### src/rtl/cond_pkg.sv
// Shared constants for the input-conditioning blocks that clean up raw
// asynchronous inputs before they reach synchronous logic.
package cond_pkg;

    localparam int   DEFAULT_STABLE_CYCLES = 4;
    localparam logic LEVEL_LOW             = 1'b0;
    localparam logic LEVEL_HIGH            = 1'b1;

endpackage

### src/rtl/sync_2ff.sv
// Plain two-stage synchroniser for one asynchronous bit; both stages reset to INIT.
module sync_2ff
    import cond_pkg::*;
#(
    parameter logic INIT = LEVEL_LOW
) (
    input  logic clk,
    input  logic rst_n,
    input  logic d,
    output logic q
);

    logic r_s1;
    logic r_s2;

    always_ff @(posedge clk) begin
        if (!rst_n) begin
            r_s1 <= INIT;
            r_s2 <= INIT;
        end else begin
            r_s1 <= d;
            r_s2 <= r_s1;
        end
    end

    assign q = r_s2;

endmodule

### src/rtl/input_conditioner.sv
// Debounces a raw asynchronous input into a clean registered level and emits
// one-clock rise/fall pulses when that level changes.
module input_conditioner
    import cond_pkg::*;
#(
    parameter int   STABLE_CYCLES = DEFAULT_STABLE_CYCLES,
    parameter logic INIT_LEVEL    = LEVEL_LOW
) (
    input  logic clk,
    input  logic rst_n,
    input  logic din_raw,
    output logic dout,
    output logic rise_p,
    output logic fall_p,
    output logic busy
);

    localparam int CNT_W = $clog2(STABLE_CYCLES + 1);
    localparam logic [CNT_W-1:0] CNT_LAST = CNT_W'(STABLE_CYCLES - 1);
    localparam logic [CNT_W-1:0] CNT_ONE  = CNT_W'(1);

    logic             w_s2;
    logic             r_dout;
    logic [CNT_W-1:0] r_cnt;
    logic             r_rise;
    logic             r_fall;

    sync_2ff #(
        .INIT (INIT_LEVEL)
    ) u_sync (
        .clk   (clk),
        .rst_n (rst_n),
        .d     (din_raw),
        .q     (w_s2)
    );

    // Any agreement between the synchronised input and dout restarts the count,
    // so only an uninterrupted run of STABLE_CYCLES disagreements flips dout.
    always_ff @(posedge clk) begin
        if (!rst_n) begin
            r_dout <= INIT_LEVEL;
            r_cnt  <= '0;
            r_rise <= 1'b0;
            r_fall <= 1'b0;
        end else begin
            r_rise <= 1'b0;
            r_fall <= 1'b0;
            if (w_s2 == r_dout) begin
                r_cnt <= '0;
            end else if (r_cnt == CNT_LAST) begin
                r_dout <= w_s2;
                r_cnt  <= '0;
                r_rise <= w_s2;
                r_fall <= ~w_s2;
            end else begin
                r_cnt <= r_cnt + CNT_ONE;
            end
        end
    end

    assign dout   = r_dout;
    assign rise_p = r_rise;
    assign fall_p = r_fall;
    assign busy   = (r_cnt != '0);

endmodule

### config.mk
export PLATFORM = sky130hd
export DESIGN_NAME = input_conditioner
export DESIGN_NICKNAME = d
export VERILOG_FILES = /design/src/rtl/cond_pkg.sv /design/src/rtl/sync_2ff.sv /design/src/rtl/input_conditioner.sv
export SDC_FILE = /design/constraint.sdc
export NUM_CORES = 1
export LEC_CHECK = 0
export ABC_AREA = 1
export CORE_AREA = 2 2 39 41
export CTS_BUF_LIST = sky130_fd_sc_hd__clkbuf_16
export DETAILED_ROUTE_END_ITERATION = 7
export DIE_AREA = 0 0 41 43
export PLACE_DENSITY = 0.54
export SLEW_MARGIN = 10
export SYNTH_ARGS = -nofsm -noshare
export SYNTH_HDL_FRONTEND = slang
export SYNTH_SLANG_ARGS = --single-unit
### constraint.sdc
create_clock -name clk -period 1.1 [get_ports clk]
set_input_delay 0.22 -clock clk [delete_from_list [all_inputs] [get_ports clk]]
set_output_delay 0.22 -clock clk [all_outputs]
set_load 0.005 [all_outputs]
Word level (Yosys, flattened, before mapping)
Index checks and enable logic that the tools add are counted.

Reduce and logical (&&, ||, !) cells: 4. Bitwise operators: 4. Add/sub/neg operators: 1. Equal/unequal tests: 2.

Operators by type and width (count): $reduce_or A3 Y1 (2); $not A1 Y1 (4); $add A3 B1 Y3 const B (1); $eq A3 B2 Y1 const B (1); $reduce_bool A3 Y1 (1); $reduce_and A2 Y1 (1); $eq A1 B1 Y1 (1).

Logic and storage cells: 17. Input port bits: 3. Register bits after elaboration: 8. Output and inout port bits: 4.

Logic depth before layout (Yosys ltp)
Gate-level depths: netlist (run 1).

Word-level depth: 3. Gate-level depth with buffers: 5. Depth with buffers taken out: 5.

Modules after synthesis
From an unflattened synthesis (run 1), not the netlist that was laid out.

Cells, all modules: 34. Area, all modules: 300.3 µm².

Modules (own cells, without submodules): input_conditioner (area each 245.2 µm², cells each 28, times used 1); sync_2ff (area each 55.1 µm², cells each 6, times used 1).

Worst setup path before layout (run 1)
OpenSTA, ideal clock, no wires.

Path type: reg2reg. Start point: register r_cnt[0]. End point: register r_cnt[0]. Arrival time: 0.946 ns. Buffers on the path: 0. Stages on the path, launching flop included: 6. Clock period less this slack: 1.011 ns. Setup slack: 0.089 ns. Path through: dfxtp_1 ha_1 ha_1 inv_1 nand4_2 nor2_1.

Word-level cells in the longest chain between the ends: 2.

RTL lines: from (decl) (RTL line input_conditioner.sv:24) `logic [CNT_W-1:0] r_cnt;`; from (signal assigned) (RTL line input_conditioner.sv:56) `r_cnt <= r_cnt + CNT_ONE;`; branches (longest 2 deep; another with $add A3 B1 Y3).

Several ways; the timed one is not identified. A chain may end at the register's enable or synchronous reset.

Final worst setup path (run 1)
Start point: register r_cnt[1]. End point: output port busy.

Word-level cells in the longest chain between the ends: 1.

RTL lines: $reduce_bool A3 Y1 (RTL line input_conditioner.sv:64) `assign busy = (r_cnt != '0);`; to (decl) (RTL line input_conditioner.sv:15) `output logic busy`.

No other way between the ends.

==> impl_table.tex, run 1 <==
\begin{tabular}{lr}
\hline
Metric & Value \\
\hline
\multicolumn{2}{l}{\textbf{Status}} \\
\quad Status & complete, but fails checks \\
\quad Violated checks & negative setup slack \\
\multicolumn{2}{l}{\textbf{Finish}} \\
\quad Post-layout net count & 55 \\
\quad Fraction of final layout cells with drive strength greater than 1 & between 40\% and 50\% \\
\quad Fill cell count & between 100 and 150 \\
\quad Sequential cell area in the final layout & $\sim$160 um2 \\
\quad Layout Area Growth over Synthesis & 73.3\% \\
\quad ANT cells & 0 \\
\quad Total non-filler cell area in the finished layout & roughly 520 um2 \\
\quad Non-Filler Instances & 63 \\
\quad Share of the core filled with cells & around 38\% \\
\quad Area of the multi-input gates & 145 um2 \\
\multicolumn{2}{l}{\textbf{Die}} \\
\quad Initial Utilization & a little over a fifth \\
\quad Core Box Area & between 1000 and 1500 um2 \\
\quad Ports & 7 \\
\quad Die outline width & $\sim$40 um \\
\quad Die area & between 1500 and 2000 um2 \\
\quad Die boundary height & roughly 43 um \\
\quad FP Rows & 14 \\
\multicolumn{2}{l}{\textbf{Global routing}} \\
\quad Number of antenna violations at the first check in global routing & 0 \\
\quad Largest net degree at the start of global routing & 6 \\
\quad Sum of overflow across all layers after global routing & 0 \\
\quad Overall global routing resource usage & under 10\% \\
\quad First-pass GRT wire length & $\sim$730 um \\
\quad Number of global-route vias before repair & just under 200 \\
\multicolumn{2}{l}{\textbf{Drt}} \\
\quad Wire length reported by the detailed router & roughly 500 um \\
\quad Routed wirelength normalized by instance count & about 8.1 um \\
\quad Drt initial violations & 9 \\
\quad Antenna Nets Post-Route & 0 \\
\quad Via Count & around 260 \\
\quad Via density & $\sim$4.1 \\
\quad Length of the first detailed-routing pass in iterations & 4 \\
\quad Post-detailed-route DRC marker count & 0 \\
\multicolumn{2}{l}{\textbf{Logic synthesis}} \\
\quad Area share of the largest cell type after synthesis & a little over half \\
\quad Parity-gate share of the synthesized area counting xor and xnor cells & 0\% \\
\quad Share of flip-flops with an asynchronous set or reset & 0\% \\
\quad Synthesized flop and latch total & 8 \\
\quad Top area cells in the synthesized netlist & dfxtp\_1 53\%, ha\_1 13\%, inv\_1 10\%, nand2\_1 6.3\%, nand4\_2 4.2\% \\
\quad Fraction of the mapped netlist area in adder cells & between 10\% and 20\% \\
\quad Top cells by count, synth & 8 x dfxtp\_1, 8 x inv\_1, 5 x nand2\_1, 3 x ha\_1, 3 x nor2\_1 \\
\quad Number of enable-type register cells in the synthesized netlist & 0 \\
\quad Dominant synthesized flop cell & dfxtp\_1 \\
\quad Multiplexer share of the synthesized area & 0\% \\
\quad Mean Syn Cell Area & about 8.8 um2 \\
\quad Count of cell types in the netlist & 11 \\
\quad Simple-gate area share of the yosys netlist & $\sim$20\% \\
\quad Portion of the post-synthesis area used by sequential elements & 53.3\% \\
\quad Post-Synthesis Net Count & 40 \\
\quad Synth Area in Compound Gates & under 10\% \\
\quad Cell Area, Synth & 300 um2 \\
\quad Cells after Synth & 34 \\
\quad Leading area contributor after synthesis & dfxtp\_1 \\
\quad Combinational family with the most area after synthesis & simple AND/OR/NAND/NOR gates \\
\quad Warning count from the yosys run & 0 \\
\multicolumn{2}{l}{\textbf{Setup path}} \\
\quad Critical path data required time & approximately 880 ps \\
\quad Max stage delay cell, worst path & dfxtp\_2 \\
\quad Critical Path Start & r\_cnt[1] \\
\quad Crit start category & flop \\
\quad Kind of cell with the highest combined delay on the critical path & flip-flops \\
\quad Launch point of the worst reg-to-reg path & r\_cnt[0] \\
\quad Worst path bufs/invs & 2 \\
\quad Critical path capture point type & primary output \\
\quad Path length in cells of the critical path & 4 \\
\quad Category of the critical setup timing path & reg2out \\
\quad Slowest stage delay, CP & roughly 320 ps \\
\quad Critical path cell sequence & inv\_2 > ha\_2 > nand2\_1 > buf\_2 \\
\quad Worst setup path endpoint & busy \\
\quad Capture instance of the worst register-to-register path & r\_cnt[0] \\
\quad Path depth of the worst reg2reg path & 6 \\
\quad Worst EP arrival & 890 ps \\
\quad Critical path peak fanout & 2 \\
\quad Reg-to-reg setup timing slack & $\sim$20 ps \\
\multicolumn{2}{l}{\textbf{Timing}} \\
\quad Min cycle time layout & $\sim$1100 ps \\
\quad Smallest setup slack after layout & -11.1 ps \\
\quad Headroom to the max-slew limit & between 80\% and 90\% \\
\quad Final hold vios & 0 \\
\quad Setup repair after global routing missed its margin & true \\
\quad Slew at the pin closest to its max-slew limit & 223 ps \\
\quad Final-layout setup total negative slack & -11.1 ps \\
\quad Final period utilization & 101\% \\
\quad Hold WS & 409 ps \\
\quad Final setup violation count & 1 \\
\quad Highest clock frequency the design can meet & approximately 0.9 GHz \\
\quad Max-slew violation count & 0 \\
\quad Clock skew & approximately 1.8 ps \\
\multicolumn{2}{l}{\textbf{CTS}} \\
\quad Clock latency reported for the late side of the worst-skew pair & between 200 and 250 ps \\
\quad H-tree Lvls & 1 \\
\quad Max Root-Sink Buffers & 2 \\
\quad Clock tree from TritonCTS & built \\
\quad Clock buffers created by TritonCTS & 3 \\
\quad Root buffer cell & clkbuf\_16 \\
\quad TritonCTS Sinks & 8 \\
\quad Reg clk slew, reported paths & approximately 40 ps \\
\multicolumn{2}{l}{\textbf{Power and ir drop}} \\
\quad Design Power & roughly 930 uW \\
\quad Standby leakage power & 0.233 nW \\
\quad Largest vdd supply drop & between 0.8 and 0.9 mV \\
\quad Power density over the cells & between 1500 and 2000 nW/um2 \\
\multicolumn{2}{l}{\textbf{Job}} \\
\quad Max Cap Violations & 0 \\
\multicolumn{2}{l}{\textbf{Place}} \\
\quad Number of buffer cells added on primary ports & 6 \\
\quad Number of placed cells counting well taps & just under 60 \\
\quad DP Wirelength & between 300 and 400 um \\
\quad Placement Cell Area & $\sim$400 um2 \\
\quad Gpl congestion & 0.676 \\
\quad Pre-CTS worst setup slack & -190 ps \\
\multicolumn{2}{l}{\textbf{Min path}} \\
\quad Worst hold-check path type & reg2reg \\
\hline
\end{tabular}
[cells in the final DEF (no fill, tap or decap), types with 3 or more instances in the layout]
master / Yosys / final
inv_2: 1 / 3
buf_4: 0 / 4
clkbuf_16: 0 / 3
dfxtp_1: 8 / 6
nand2_1: 5 / 5
dlygate4sd2_1: 0 / 3
inv_1: 8 / 5
[state kept, by name, summed over array words and instances, names as in the netlist]
| signal | flops |
|---|---|
| u_sync.r_s1 | 1 |
| fall_p | 1 |
| dout | 1 |
| r_cnt | 3 |
| u_sync.q | 1 |
| rise_p | 1 |
[area by class of cell]
| class | count | area share (%) |
|---|---|---|
| sequential | 8 | 31.3 |
| multi-input combinational | 17 | 27.9 |
| timing repair buffer | 10 | 15.6 |
| clock buffer | 3 | 14.4 |
| inverter | 9 | 6.97 |
| tap | 16 | 3.85 |
[per-layer routing]
layer  share of wire, %  vias to the layer above  track usage [%]
li1                   -                      127                -
met1                 37                      115             6.47
met2                 50                       14             8.44
met3                 11                        2             7.85
met4               0.78                        0             6.00
met5                  0                        -                0
[where the power goes]
part	internal [mW]	switching (mW)	leakage, nW
Sequential	0.297	0.00288	0.0659
Combinational	0.0136	0.0117	0.130
Clock	0.468	0.138	0.0370
[cells by family after synthesis]
group	after synthesis
AND/OR/NAND/NOR	12
flip-flops	8
adder cells (fa/ha/maj)	3
AO/OA/AOI/OAI	2
buffers and inverters	9
[timing repair]
item / 4_1_cts / 5_1_grt
resized for setup: 10 / 11
hold buffers: 0 / 0
pin swaps: 3 / 5
setup endpoints to repair: 8 / 7
endpoints found under the hold margin: 0 / 0
setup buffers: 0 / 1
[worst min-delay path by stage]
stage	start	endpoint	slack [ps]	cells past startpoint
3_3_place_gp	u_sync.r_s1	u_sync.q	390	2
3_5_place_dp	u_sync.r_s1	u_sync.q	400	2
5_1_grt	u_sync.r_s1	u_sync.q	430	2
6_report	u_sync.r_s1	u_sync.q	410	2
4_1_cts	u_sync.r_s1	u_sync.q	410	2
2_1_floorplan	rst_n	u_sync.q	310	2
[worst register-to-register path, delay by kind of cell, from the launching register on]
kind	cells	cell delay, ps
flops	1	310
fa+ha+maj	2	320
buf+inv	2	200
simple gates	2	180
(Power assumes the default switching activity.)
==> run 2, diff against run 1 <==
--- a/config.mk
+++ b/config.mk
@@ -7,7 +7,6 @@
 export LEC_CHECK = 0
 export ABC_AREA = 1
 export CORE_AREA = 2 2 39 41
-export CTS_BUF_LIST = sky130_fd_sc_hd__clkbuf_16
 export DETAILED_ROUTE_END_ITERATION = 7
 export DIE_AREA = 0 0 41 43
 export PLACE_DENSITY = 0.54
==> run 2 against run 1 <==
Net effect: the flow still finishes with violations (negative setup slack); fmax fell by 1.4%; critical path depth rose by 2; non-clock buffer count fell by 1; total power fell by 42%; count of clock-buffer cells in the layout did not move; sequential power barely moved; hold slack improved by 2.8 ps; global-route usage fell by 0.49 points; sequential share of layout area rose by 4.9 points; largest cell class unchanged.
==> impl_table.tex, run 2 (same netlist as run 1, synthesis figures left out) <==
\begin{tabular}{lr}
\hline
Metric & Value \\
\hline
\multicolumn{2}{l}{\textbf{Timing}} \\
\quad Clock skew & 4.95 ps (was 1.78 ps) \\
\quad Final setup violation count & 4 (was 1) \\
\quad Setup repair after global routing missed its margin & true (unchanged) \\
\quad Final hold vios & 0 (unchanged) \\
\quad Headroom to the max-slew limit & 85.6\% (was 85.1\%) \\
\quad Highest clock frequency the design can meet & 0.887 GHz (was 0.900 GHz) \\
\quad Smallest setup slack after layout & -26.9 ps (was -11.1 ps) \\
\quad Max-slew violation count & 0 (unchanged) \\
\quad Final period utilization & 102\% (was 101\%) \\
\quad Final-layout setup total negative slack & -71.6 ps (was -11.1 ps) \\
\quad Min cycle time layout & 1130 ps (was 1110 ps) \\
\quad Slew at the pin closest to its max-slew limit & 216 ps (was 223 ps) \\
\multicolumn{2}{l}{\textbf{Status}} \\
\quad Violated checks & negative setup slack (unchanged) \\
\quad Status & complete, but fails checks (unchanged) \\
\multicolumn{2}{l}{\textbf{Global routing}} \\
\quad First-pass GRT wire length & 703 um (was 731 um) \\
\quad Overall global routing resource usage & 6.65\% (was 7.14\%) \\
\quad Largest net degree at the start of global routing & 6 (unchanged) \\
\quad Number of global-route vias before repair & 187 (was 197) \\
\quad Sum of overflow across all layers after global routing & 0 (unchanged) \\
\quad Number of antenna violations at the first check in global routing & 0 (unchanged) \\
\multicolumn{2}{l}{\textbf{Die}} \\
\quad Ports & 7 (unchanged) \\
\quad Die boundary height & 43 um (unchanged) \\
\quad Die outline width & 41 um (unchanged) \\
\quad Initial Utilization & 21.7\% (unchanged) \\
\quad FP Rows & 14 (unchanged) \\
\quad Die area & 1760 um2 (unchanged) \\
\quad Core Box Area & 1380 um2 (unchanged) \\
\multicolumn{2}{l}{\textbf{Drt}} \\
\quad Wire length reported by the detailed router & 437 um (was 511 um) \\
\quad Post-detailed-route DRC marker count & 0 (unchanged) \\
\quad Via Count & 243 (was 258) \\
\quad Via density & 3.92 (was 4.10) \\
\quad Length of the first detailed-routing pass in iterations & 2 (was 4) \\
\quad Antenna Nets Post-Route & 0 (unchanged) \\
\quad Drt initial violations & 2 (was 9) \\
\quad Routed wirelength normalized by instance count & 7.05 um (was 8.11 um) \\
\multicolumn{2}{l}{\textbf{Power and ir drop}} \\
\quad Largest vdd supply drop & 0.556 mV (was 0.877 mV) \\
\quad Proportion of power drawn by combinational gates & 4.4\% (was 2.7\%) \\
\quad Design Power & 536 uW (was 931 uW) \\
\quad Cell internal power dissipation & 432 uW (was 778 uW) \\
\quad Fraction of power consumed by the clock network & 40.0\% (was 65.1\%) \\
\quad Flop pwr share & 55.6\% (was 32.2\%) \\
\quad Power density over the cells & 1190 nW/um2 (was 1790 nW/um2) \\
\quad Switching part of the total & 19.3\% (was 16.4\%) \\
\quad Net switching power of the design & 103 uW (was 153 uW) \\
\quad Standby leakage power & 0.204 nW (was 0.233 nW) \\
\multicolumn{2}{l}{\textbf{CTS}} \\
\quad Clock latency reported for the late side of the worst-skew pair & 250 ps (was 230 ps) \\
\quad Max Root-Sink Buffers & 2 (unchanged) \\
\quad H-tree Lvls & 1 (unchanged) \\
\quad Clock tree from TritonCTS & built (unchanged) \\
\quad Root buffer cell & clkbuf\_4 (was clkbuf\_16) \\
\quad Hold bufs inserted after CTS & 0 (unchanged) \\
\quad Setup Fix Bufs, Post-CTS & 0 (unchanged) \\
\quad TritonCTS Sinks & 8 (unchanged) \\
\quad Clock buffers created by TritonCTS & 3 (unchanged) \\
\quad Reg clk slew, reported paths & 50 ps (was 40 ps) \\
\multicolumn{2}{l}{\textbf{Place}} \\
\quad Pre-CTS worst setup slack & -190 ps (unchanged) \\
\quad DP Wirelength & 322 um (unchanged) \\
\quad Gpl congestion & 0.676 (unchanged) \\
\quad Placement Cell Area & 403 um2 (unchanged) \\
\quad Number of buffer cells added on primary ports & 6 (unchanged) \\
\multicolumn{2}{l}{\textbf{Finish}} \\
\quad Total non-filler cell area in the finished layout & 450 um2 (was 520 um2) \\
\quad Most common library cell in the layout ignoring fill and taps & dfxtp\_1 (unchanged) \\
\quad Post-layout net count & 54 (was 55) \\
\quad Share of the core filled with cells & 32.5\% (was 37.6\%) \\
\quad ANT cells & 0 (unchanged) \\
\quad Most frequent cells in the layout & 6 x dfxtp\_1, 5 x inv\_1, 5 x nand2\_1 (unchanged) \\
\quad Fill cell count & 142 (was 134) \\
\quad Fraction of final layout cells with drive strength greater than 1 & 41.3\% (was 42.6\%) \\
\quad Max reg flops & 3 (unchanged) \\
\quad Layout Area Growth over Synthesis & 50.0\% (was 73.3\%) \\
\quad Register containing the most flip-flops in the final layout & r\_cnt (unchanged) \\
\multicolumn{2}{l}{\textbf{Min path}} \\
\quad Worst hold-check path type & reg2reg (unchanged) \\
\multicolumn{2}{l}{\textbf{Setup path}} \\
\quad Category of the critical setup timing path & reg2reg (was reg2out) \\
\quad Worst EP arrival & 1300 ps (was 890 ps) \\
\quad Critical path data required time & 1280 ps (was 880 ps) \\
\quad Critical path peak fanout & 3 (was 2) \\
\quad Critical path capture point type & flop (was primary output) \\
\quad Crit start category & flop (unchanged) \\
\multicolumn{2}{l}{\textbf{Job}} \\
\quad Max Cap Violations & 0 (unchanged) \\
\hline
\end{tabular}
==> run 2: layout make-up <==
type | count | area [um2] | share of cell area, %
sequential | 8 | 163 | 36.1
timing repair buffer | 9 | 73.8 | 16.4
multi-input combinational | 17 | 135 | 30.0
inverter | 9 | 36.3 | 8.06
tap | 16 | 20.0 | 4.44
clock buffer | 3 | 22.5 | 5.00
==> run 2: routing by layer <==
layer | wire (um) | vias to the layer above | share of wire [%] | GRT usage, %
met3 | 44 | 0 | 10 | 7.85
met2 | 219 | 9 | 50 | 9.06
met5 | 0 | - | 0 | 0
li1 | - | 127 | - | -
met1 | 173 | 107 | 40 | 6.19
met4 | 0 | 0 | 0 | 2.00
==> run 2: worst paths after layout <==
| kind | from | end | slack (ps) | depth (start not counted) |
|---|---|---|---|---|
| setup reg to reg | r_cnt[0] | r_cnt[0] | -30 | 6 |
| setup / recovery | r_cnt[0] | r_cnt[0] | -30 | 6 |
| hold / removal | u_sync.r_s1 | u_sync.q | 410 | 2 |
| hold reg to reg | u_sync.r_s1 | u_sync.q | 410 | 2 |
==> run 2: power by group through the flow <==
stage / clock, mW / combinational [mW] / sequential (mW)
final: 0.214 / 0.0238 / 0.298
after global routing: 0.243 / 0.0264 / 0.298
after CTS: 0.233 / 0.0237 / 0.297
after detailed placement: 0 / 0.0227 / 0.303
after global placement: 0 / 0.0225 / 0.303
after floorplan: 0 / 0.00895 / 0.303
==> run 2: worst max-delay path: stages, from the launching register on <==
cell     delay, ps
dfxtp_2        320
buf_4          130
ha_2           190
ha_4           170
inv_4           60
nand4_4        110
nor2_1         100
==> run 2: repair_timing <==
action | CTS | global route
pin swaps | 2 | 3
gates resized for setup | 17 | 2
setup endpoints to repair | 8 | 5
==> run 2: per-stage QoR <==
step                std cells  hold WS, ps
global placement           59          392
detailed placement         59          404
floorplan                  34          313
CTS                        62          418
global route               62          430
finish                     62          412
==> run 3, diff against run 2 <==
--- a/config.mk
+++ b/config.mk
@@ -9,6 +9,7 @@
 export CORE_AREA = 2 2 39 41
 export DETAILED_ROUTE_END_ITERATION = 7
 export DIE_AREA = 0 0 41 43
+export MAX_ROUTING_LAYER = met4
 export PLACE_DENSITY = 0.54
 export SLEW_MARGIN = 10
 export SYNTH_ARGS = -nofsm -noshare
==> run 3 against run 2 <==
Net effect: clock power up 2%; critical path type unchanged; cell count unchanged; count of clock-buffer cells in the layout is the same; the run still ends with negative setup slack left; global-route usage increased by 0.16 points; register-to-register slack hardly changed; clock skew fell by 1.5 ps; hold slack is essentially flat; worst setup slack gained 0.69 ps; sequential power about the same; sequential cell count unchanged; non-clock buffer count stayed put.
==> impl_table.tex, run 3 (same netlist as run 1, synthesis figures left out) <==
\begin{tabular}{lr}
\hline
Metric & Value \\
\hline
\multicolumn{2}{l}{\textbf{Die}} \\
\quad Die outline width & 41 um (unchanged) \\
\quad Die boundary height & 43 um (unchanged) \\
\quad Core Box Area & 1380 um2 (unchanged) \\
\quad Ports & 7 (unchanged) \\
\quad Die area & 1760 um2 (unchanged) \\
\quad FP Rows & 14 (unchanged) \\
\quad Initial Utilization & 21.7\% (unchanged) \\
\multicolumn{2}{l}{\textbf{Timing}} \\
\quad Final hold vios & 0 (unchanged) \\
\quad Final-layout setup total negative slack & -77.4 ps (was -71.6 ps) \\
\quad Min cycle time layout & 1130 ps (about the same) \\
\quad Smallest setup slack after layout & -26.2 ps (was -26.9 ps) \\
\quad Final setup violation count & 5 (was 4) \\
\quad Slew at the pin closest to its max-slew limit & 216 ps (about the same) \\
\quad Final period utilization & 102\% (about the same) \\
\quad Clock skew & 3.49 ps (was 4.95 ps) \\
\quad Setup repair after global routing missed its margin & true (unchanged) \\
\quad Headroom to the max-slew limit & 85.5\% (was 85.6\%) \\
\quad Highest clock frequency the design can meet & 0.888 GHz (was 0.887 GHz) \\
\quad Max-slew violation count & 0 (unchanged) \\
\multicolumn{2}{l}{\textbf{Min path}} \\
\quad Worst hold-check path type & reg2reg (unchanged) \\
\multicolumn{2}{l}{\textbf{Global routing}} \\
\quad Number of antenna violations at the first check in global routing & 0 (unchanged) \\
\quad Global-route layer with the greatest usage & met2 (unchanged) \\
\quad Met2 track utilization from global routing & 9.06\% (unchanged) \\
\quad First-pass GRT wire length & 703 um (unchanged) \\
\quad Largest net degree at the start of global routing & 6 (unchanged) \\
\quad Met1 Track Usage GR & 6.19\% (unchanged) \\
\quad Overall global routing resource usage & 6.82\% (was 6.65\%) \\
\quad Met3 track utilization from global routing & 7.85\% (unchanged) \\
\quad Number of global-route vias before repair & 188 (was 187) \\
\quad Sum of overflow across all layers after global routing & 0 (unchanged) \\
\multicolumn{2}{l}{\textbf{Finish}} \\
\quad Most common library cell in the layout ignoring fill and taps & dfxtp\_1 (unchanged) \\
\quad Register containing the most flip-flops in the final layout & r\_cnt (unchanged) \\
\quad Total non-filler cell area in the finished layout & 450 um2 (unchanged) \\
\quad Layout Area Growth over Synthesis & 50.0\% (unchanged) \\
\quad Most frequent cells in the layout & 6 x dfxtp\_1, 5 x inv\_1, 5 x nand2\_1 (unchanged) \\
\quad Fraction of final layout cells with drive strength greater than 1 & 41.3\% (unchanged) \\
\quad Non-Filler Instances & 62 (unchanged) \\
\quad Fill cell count & 142 (unchanged) \\
\quad Post-layout net count & 54 (unchanged) \\
\quad ANT cells & 0 (unchanged) \\
\quad Max reg flops & 3 (unchanged) \\
\multicolumn{2}{l}{\textbf{Drt}} \\
\quad Antenna Nets Post-Route & 0 (unchanged) \\
\quad Drt initial violations & 0 (was 2) \\
\quad Via Count & 238 (was 243) \\
\quad Routed wirelength normalized by instance count & 7.21 um (was 7.05 um) \\
\quad Post-detailed-route DRC marker count & 0 (unchanged) \\
\quad Length of the first detailed-routing pass in iterations & 1 (was 2) \\
\quad Via density & 3.84 (was 3.92) \\
\quad Wire length reported by the detailed router & 447 um (was 437 um) \\
\multicolumn{2}{l}{\textbf{Setup path}} \\
\quad Critical path peak fanout & 3 (unchanged) \\
\quad Category of the critical setup timing path & reg2reg (unchanged) \\
\quad Kind of cell with the highest combined delay on the critical path & adder cells (unchanged) \\
\quad Critical path cell sequence & buf\_4 > ha\_2 > ha\_4 > inv\_4 > nand4\_4 > nor2\_1 (unchanged) \\
\quad Critical path capture point type & flop (unchanged) \\
\quad Critical path data required time & 1280 ps (about the same) \\
\quad Slowest stage delay, CP & 320 ps (about the same) \\
\quad Crit start category & flop (unchanged) \\
\quad Worst path bufs/invs & 2 (unchanged) \\
\quad Worst EP arrival & 1310 ps (was 1300 ps) \\
\quad Max stage delay cell, worst path & dfxtp\_2 (unchanged) \\
\multicolumn{2}{l}{\textbf{Place}} \\
\quad Placement Cell Area & 403 um2 (unchanged) \\
\quad Gpl congestion & 0.682 (was 0.676) \\
\quad Pre-CTS worst setup slack & -190 ps (unchanged) \\
\quad Number of placed cells counting well taps & 59 (unchanged) \\
\quad DP Wirelength & 322 um (unchanged) \\
\quad Number of buffer cells added on primary ports & 6 (unchanged) \\
\multicolumn{2}{l}{\textbf{Power and ir drop}} \\
\quad Switching part of the total & 19.9\% (was 19.3\%) \\
\quad Cell internal power dissipation & 432 uW (about the same) \\
\quad Design Power & 540 uW (was 536 uW) \\
\quad Net switching power of the design & 108 uW (was 103 uW) \\
\quad Fraction of power consumed by the clock network & 40.5\% (was 40.0\%) \\
\quad Standby leakage power & 0.204 nW (unchanged) \\
\quad Flop pwr share & 55.1\% (was 55.6\%) \\
\quad Largest vdd supply drop & 0.572 mV (was 0.556 mV) \\
\quad Proportion of power drawn by combinational gates & 4.4\% (about the same) \\
\quad Power density over the cells & 1200 nW/um2 (was 1190 nW/um2) \\
\multicolumn{2}{l}{\textbf{CTS}} \\
\quad Setup Fix Bufs, Post-CTS & 0 (unchanged) \\
\quad Max Root-Sink Buffers & 2 (unchanged) \\
\quad H-tree Lvls & 1 (unchanged) \\
\quad Clock buffers created by TritonCTS & 3 (unchanged) \\
\quad Clock tree from TritonCTS & built (unchanged) \\
\quad TritonCTS Sinks & 8 (unchanged) \\
\quad Clock latency reported for the late side of the worst-skew pair & 250 ps (about the same) \\
\quad Reg clk slew, reported paths & 50 ps (about the same) \\
\quad Hold bufs inserted after CTS & 0 (unchanged) \\
\quad Root buffer cell & clkbuf\_4 (unchanged) \\
\multicolumn{2}{l}{\textbf{Job}} \\
\quad Max Cap Violations & 0 (unchanged) \\
\multicolumn{2}{l}{\textbf{Status}} \\
\quad Violated checks & negative setup slack (unchanged) \\
\quad Status & complete, but fails checks (unchanged) \\
\hline
\end{tabular}
## run 3: cell counts in the layout (fill, tap and decap cells not counted)
Identical to the previous run, type by type.
## run 3: repair_timing
action	CTS	global route
setup endpoints to repair	8	5
resized for setup	17	2
pin swaps	2	3
## run 3: cell type report
type,instances,area [um2],area share [%]
Sequential cell,8,163,36.1
Inverter,9,36.3,8.06
Timing Repair Buffer,9,73.8,16.4
Tap cell,16,20.0,4.44
Clock buffer,3,22.5,5.00
Multi-Input combinational cell,17,135,30.0
## run 3: path summary, 6_finish.rpt
kind,start,endpoint,slack (ps),cells past startpoint
setup reg to reg,r_cnt[0],r_cnt[0],-30,6
hold reg to reg,u_sync.r_s1,u_sync.q,410,2
hold / removal,u_sync.r_s1,u_sync.q,410,2
setup / recovery,r_cnt[0],r_cnt[0],-30,6
## run 3: power by group through the flow
stage / clock network (mW) / registers, mW / logic [mW]
2_1_floorplan: 0 / 0.303 / 0.00895
3_3_place_gp: 0 / 0.303 / 0.0225
3_5_place_dp: 0 / 0.303 / 0.0227
4_1_cts: 0.233 / 0.297 / 0.0237
5_1_grt: 0.243 / 0.298 / 0.0264
6_report: 0.218 / 0.298 / 0.0238
## run 3: metal layers
layer,vias to the layer above,share of wire [%]
li1,126,-
met1,104,39
met2,8,50
met3,0,10
met4,0,0
met5,-,0
## run 3: metrics by stage
step,utilization (%),hold slack [ps]
final,32.5,412
after global routing,32.5,430
after CTS,32.4,418
after detailed placement,29.1,404
after global placement,29.1,392
after floorplan,-,313
## run 3: worst reg2reg max path: stages, from the launching register on
cell and delay, ps:
dfxtp_2 320, buf_4 130, ha_2 190, ha_4 170, inv_4 60, nand4_4 110
nor2_1 100
